`config.mk`:
```
export PLATFORM = sky130hd
export DESIGN_NAME = timer_sched
export DESIGN_NICKNAME = d
export VERILOG_FILES = /design/src/rtl/timer_sched.sv
export SDC_FILE = /design/constraint.sdc
export NUM_CORES = 1
export LEC_CHECK = 0
export CAP_MARGIN = 20
export CORE_UTILIZATION = 45
export CTS_CLUSTER_SIZE = 30
export DETAILED_ROUTE_END_ITERATION = 8
export PLACE_DENSITY = 0.69
export SLEW_MARGIN = 20
export SYNTH_ARGS = -nofsm -noshare
export SYNTH_HDL_FRONTEND = slang
export SYNTH_SLANG_ARGS = --single-unit
```
`constraint.sdc`:
```
create_clock -name clk -period 3.64 [get_ports clk]
set_input_delay 0.364 -clock clk [delete_from_list [all_inputs] [get_ports clk]]
set_output_delay 0.364 -clock clk [all_outputs]
set_load 0.05 [all_outputs]
```
`src/rtl/timer_sched.sv`:
```
// Round-robin scheduler that shares one serial-programmed delay timer among N_REQ clients.
// It sends the 1101 + delay pattern, waits for counting/done, acks the timer and pulses done to the winner.
module timer_sched #(
    parameter int N_REQ    = 4,
    parameter int DLY_W    = 4,
    parameter int CNT_TMO  = 4,
    parameter int DONE_TMO = 816
) (
    input  logic                   clk,
    input  logic                   reset,
    input  logic [N_REQ-1:0]       req,
    input  logic [N_REQ*DLY_W-1:0] delay,
    output logic [N_REQ-1:0]       gnt,
    output logic [N_REQ-1:0]       done,
    output logic                   busy,
    output logic                   err,
    output logic                   tmr_data,
    output logic                   tmr_ack,
    input  logic                   tmr_counting,
    input  logic                   tmr_done,
    output logic [2:0]             dbg_state
);
    localparam int IDX_W   = $clog2(N_REQ);
    localparam int SER_LEN = 4 + DLY_W;
    localparam int BIT_W   = $clog2(SER_LEN + 1);
    localparam int TMO_W   = $clog2(DONE_TMO + 1);

    typedef enum logic [2:0] {
        S_IDLE, S_ARB, S_SEND, S_WAIT_CNT, S_WAIT_DONE, S_ACK, S_GAP, S_ERR
    } state_t;

    state_t             r_state, w_nxt;
    logic [IDX_W-1:0]   r_rr, r_idx, w_win, w_cand;
    logic [DLY_W-1:0]   r_dly;
    logic [BIT_W-1:0]   r_bit;
    logic [TMO_W-1:0]   r_tmo;
    logic [N_REQ-1:0]   r_gnt, r_done;
    logic               r_tmr_data, r_tmr_ack;
    logic               w_found, w_data_nxt;
    logic [SER_LEN-1:0] w_pat;

    assign w_pat = {4'b1101, r_dly};

    // First requesting client at or after the round-robin pointer.
    always_comb begin
        w_found = 1'b0;
        w_win   = r_rr;
        w_cand  = '0;
        for (int i = 0; i < N_REQ; i++) begin
            w_cand = IDX_W'((int'(r_rr) + i) % N_REQ);
            if (!w_found && req[w_cand]) begin
                w_found = 1'b1;
                w_win   = w_cand;
            end
        end
    end

    // Valid/ready: none; tmr_data/tmr_ack are registered so the timer sees a full clean bit per cycle.
    always_comb begin
        w_nxt      = r_state;
        w_data_nxt = 1'b0;
        case (r_state)
            S_IDLE: if (|req) w_nxt = S_ARB;
            S_ARB: begin
                if (w_found) begin
                    w_nxt      = S_SEND;
                    w_data_nxt = 1'b1;
                end else begin
                    w_nxt = S_IDLE;
                end
            end
            S_SEND: begin
                if (r_bit == BIT_W'(SER_LEN - 1)) w_nxt = S_WAIT_CNT;
                else w_data_nxt = w_pat[BIT_W'(SER_LEN - 2) - r_bit];
            end
            S_WAIT_CNT: begin
                if (tmr_counting) w_nxt = S_WAIT_DONE;
                else if (r_tmo == TMO_W'(CNT_TMO - 1)) w_nxt = S_ERR;
            end
            S_WAIT_DONE: begin
                if (tmr_done) w_nxt = S_ACK;
                else if (r_tmo == TMO_W'(DONE_TMO - 1)) w_nxt = S_ERR;
            end
            S_ACK:   w_nxt = S_GAP;
            S_GAP:   w_nxt = S_IDLE;
            S_ERR:   w_nxt = S_ERR;
            default: w_nxt = S_IDLE;
        endcase
    end

    always_ff @(posedge clk or negedge reset) begin
        if (!reset) begin
            r_state    <= S_IDLE;
            r_rr       <= '0;
            r_idx      <= '0;
            r_dly      <= '0;
            r_bit      <= '0;
            r_tmo      <= '0;
            r_gnt      <= '0;
            r_done     <= '0;
            r_tmr_data <= 1'b0;
            r_tmr_ack  <= 1'b0;
        end else begin
            r_state    <= w_nxt;
            r_tmr_data <= w_data_nxt;
            r_tmr_ack  <= (w_nxt == S_ACK);
            r_done     <= (w_nxt == S_ACK) ? (N_REQ'(1) << r_idx) : '0;
            r_bit      <= (r_state == S_SEND) ? r_bit + 1'b1 : '0;
            // Timeout counter only runs while waiting on the timer, restarting on every state change.
            if (w_nxt != r_state) r_tmo <= '0;
            else if (r_state == S_WAIT_CNT || r_state == S_WAIT_DONE) r_tmo <= r_tmo + 1'b1;
            if (r_state == S_ARB && w_found) begin
                r_idx <= w_win;
                r_dly <= delay[int'(w_win)*DLY_W +: DLY_W];
                r_gnt <= N_REQ'(1) << w_win;
            end
            if (r_state == S_ACK) begin
                r_gnt <= '0;
                r_rr  <= (r_idx == IDX_W'(N_REQ - 1)) ? '0 : r_idx + 1'b1;
            end
            if (w_nxt == S_ERR) r_gnt <= '0;
        end
    end

    assign gnt       = r_gnt;
    assign done      = r_done;
    assign busy      = (r_state != S_IDLE);
    assign err       = (r_state == S_ERR);
    assign tmr_data  = r_tmr_data;
    assign tmr_ack   = r_tmr_ack;
    assign dbg_state = r_state;
endmodule

```
==> out/metrics.cfg <==
[synthesis]
synthesis.area_mm2 = 0.00212
syn-num-nets = 243
synth_top_area_share_pct = 41.3
yosysUniqueCellTypes = 53
ys_dominant_reg_cell = sky130_fd_sc_hd__dfrtp_1
syn-mean-instance-area_um2 = 10.0
synth_area_leaders = sky130_fd_sc_hd__dfrtp_1 (41%), sky130_fd_sc_hd__mux2i_1 (4.2%), sky130_fd_sc_hd__ha_1 (4.1%)
proportion_of_synthesized_chip_area_in_sequential_cells_pct = 41.3
ys_seq_elements = 35
synth_area_leader_cell = sky130_fd_sc_hd__dfrtp_1
synthArstFlopShare_pct = 100
synth_edf_count = 0
ys_warn_count = 0
syn-instance-count = 212

[final_layout]
layout_area_overhead_pct = 22.8
final_net_count = 280
layout.filler_cells = 408
final_layout_size_suffix_gt1_share_pct = 11.6
n_diodes = 0
fin_area_mm2 = 0.00261
leading_cell_types_in_the_layout_fill_and_taps_excluded = sky130_fd_sc_hd__clkdlybuf4s50_1 (38), sky130_fd_sc_hd__dfrtp_1 (35), sky130_fd_sc_hd__nand2_1 (16), sky130_fd_sc_hd__nor2_1 (15)
final_common_cell = sky130_fd_sc_hd__clkdlybuf4s50_1

[clock_tree]
clock_tree.root_cell = sky130_fd_sc_hd__clkbuf_8
cts-root-to-sink-buffers = 2
tritoncts_clock_tree = built
post-cts-setup-buffers = 0
clkSinkCount = 35
cts_buffers = 5
post_cts_resized = 0
htree_num_levels = 2
clock_slew_at_the_register_clock_pins_of_the_worst_setup_and_hold_paths_ns = 0.07
insertion_delay_ns = 0.28
ctsHoldBuffers = 0

[route]
wirelength_um = 4140
drc = 6
routedWlPerCell_um = 13.7
via_count = 1707
detailedRoute.firstIterationViolations = 102
antenna_violating_nets_post_route = 0
detail_route.vias_per_cell = 5.67
drt_first_pass_iters = 6

[floorplanning]
top_level_ports = 39
placeableCoreArea_mm2 = 0.00444
row_count = 24
chipWidth_um = 70.7
fp.dieH_um = 70.7
initial_core_util_pct = 47.7
dieArea_mm2 = 0.00499

[sta]
max_slew_margin_pct = 59.9
rsz0062_at_grt = no
tightest_slew_ns = 0.601
tcrit_tclk_final_pct = 66.3
fmax_ghz = 0.415
finalSetupViolCount = 0
final_period_minus_worst_setup_slack_ns = 2.41
finalClockSkew_ns = 0.00516
final_max_slew_viol_count = 0
setup_tns_ns = 0
final-hold-violation-count = 0

[power]
power_density_mw_per_mm2 = 700
power.ir.vdd_worst_uv = 285
netSwitchingPower_uw = 819
power.share.switching_pct = 44.9
internal_power_uw = 1010
combinationalPowerShare_pct = 49.9
clock_power_share_pct = 15.6
static-leakage-power_uw = 0.00112
power.sequential.fraction_pct = 34.4

[place]
port_buffers = 38
dp_hpwl_um = 3000
dpl-instance-area_mm2 = 0.00252
gp_congestion = 0.825

[setup_path]
worstPathArrival_ns = 2.05
critPathMaxFanout = 24
worst-setup-path-type = reg -> out
worst_path_dominant_cell_family = buffers and inverters
cp_num_buf_inv = 1
cpMaxStageDelayCell = sky130_fd_sc_hd__clkdlybuf4s50_1
rr_worst_depth = 6
ordered_cell_list_for_the_critical_path = and3_1, clkdlybuf4s50_1
crit_path_start = dbg_state[2]
crit_path_end_kind = output pin
timing.critical_path.required_ns = 3.28
worstSetupStartpointType = flip-flop
cpPeakStageDelay_ns = 0.80
timing.rr.start = r_tmo[0]
critical_path_depth = 2

[grt]
initial_antenna_violation_count = 0
grt_pass1_vias = 1538
global_route_wire_length_before_repair_um = 7070
grt_max_degree = 36
groute.usage.overall_pct = 17.8
globalRouteOverflowTotal = 0

[status]
result_of_the_run = finished, violations left
violations_in_the_final_reports = design-rule violations

[flow_run]
cap_violations = 0

[hold_path]
hold_class = in -> async

-- synth_stat cells, types with 4 or more instances --
library cell,count
sky130_fd_sc_hd__a21oi_1,4
sky130_fd_sc_hd__a31oi_1,4
sky130_fd_sc_hd__and2_1,4
sky130_fd_sc_hd__and3_1,6
sky130_fd_sc_hd__dfrtp_1,35
sky130_fd_sc_hd__ha_1,7
sky130_fd_sc_hd__inv_1,8
sky130_fd_sc_hd__mux2i_1,9
sky130_fd_sc_hd__nand2_1,16
sky130_fd_sc_hd__nand2b_1,5
sky130_fd_sc_hd__nand3_1,5
sky130_fd_sc_hd__nand3b_1,7
sky130_fd_sc_hd__nand4_1,4
sky130_fd_sc_hd__nor2_1,15
sky130_fd_sc_hd__nor2_2,9
sky130_fd_sc_hd__nor2b_1,5
sky130_fd_sc_hd__o221ai_1,5
sky130_fd_sc_hd__o31ai_1,4
sky130_fd_sc_hd__xor2_1,8
-- final timing paths --
path,slack (ns),endpoint
worst max-delay path,1.23,err
worst min-delay path,0.49,gnt[0]
worst max register to register,1.39,r_tmo[4]
worst min register to register,0.49,r_dly[3]
max in group asynchronous,2.82,r_tmo[2]
min in group clk,0.49,r_dly[3]
-- state kept, by name, summed over array words and instances, names as in the netlist --
register and flops:
r_tmo 10, done 4, gnt 4, r_bit 4, r_dly 4, dbg_state 3, r_idx 2, r_rr 2
tmr_ack 1, tmr_data 1
-- stage by stage --
stage / power (uW) / hold WS [ns] / worst slack, ns / utilization [%] / std cells
floorplan: 1330 / 0.0684 / 1.64 / - / 212
global placement: 1550 / 0.479 / 1.05 / 56.7 / 294
detailed placement: 1550 / 0.483 / 0.993 / 56.7 / 294
CTS: 1850 / 0.498 / 1.23 / 58.6 / 301
global route: 1960 / 0.532 / 1.12 / 58.6 / 301
finish: 1820 / 0.488 / 1.23 / 58.6 / 301
-- layout make-up --
type | instances | area, um2 | area share (%)
well taps | 52 | 65.1 | 2.50
clock buffers | 6 | 82.6 | 3.17
inverters | 8 | 30.0 | 1.15
flip-flops and latches | 35 | 876 | 33.6
multi-input cells | 159 | 1150 | 44.2
clock inverters | 1 | 5.00 | 0.192
repair buffers | 40 | 395 | 15.2
-- logic make-up (layout without fill, tap and decap cells) --
group	after synthesis	count (layout)	share of synthesized area [%]
AOI/OAI and AO/OA	32	32	11.3
xor gates and xnor gates	11	11	4.54
adders and majority gates	7	7	4.13
buffers and inverters	18	55	4.42
DFF	35	35	41.3
muxes	12	12	6.37
and+or+nand+nor	97	97	27.9
-- metal layers --
layer  GRT usage [%]  up-vias  part of all wire [%]
met5               0        -                     0
met4            5.33        0                   1.6
met3            4.42        8                   3.9
met2            28.7       38                    47
met1            23.9      827                    48
li1                -      834                     -
-- power groups by stage --
stage | Clock (uW) | Combinational (uW) | Sequential, uW
3_5_place_dp | 0 | 921 | 633
2_1_floorplan | 0 | 604 | 725
4_1_cts | 295 | 924 | 626
5_1_grt | 308 | 999 | 649
6_report | 285 | 911 | 628
3_3_place_gp | 0 | 916 | 633
(Power assumes the default switching activity.)
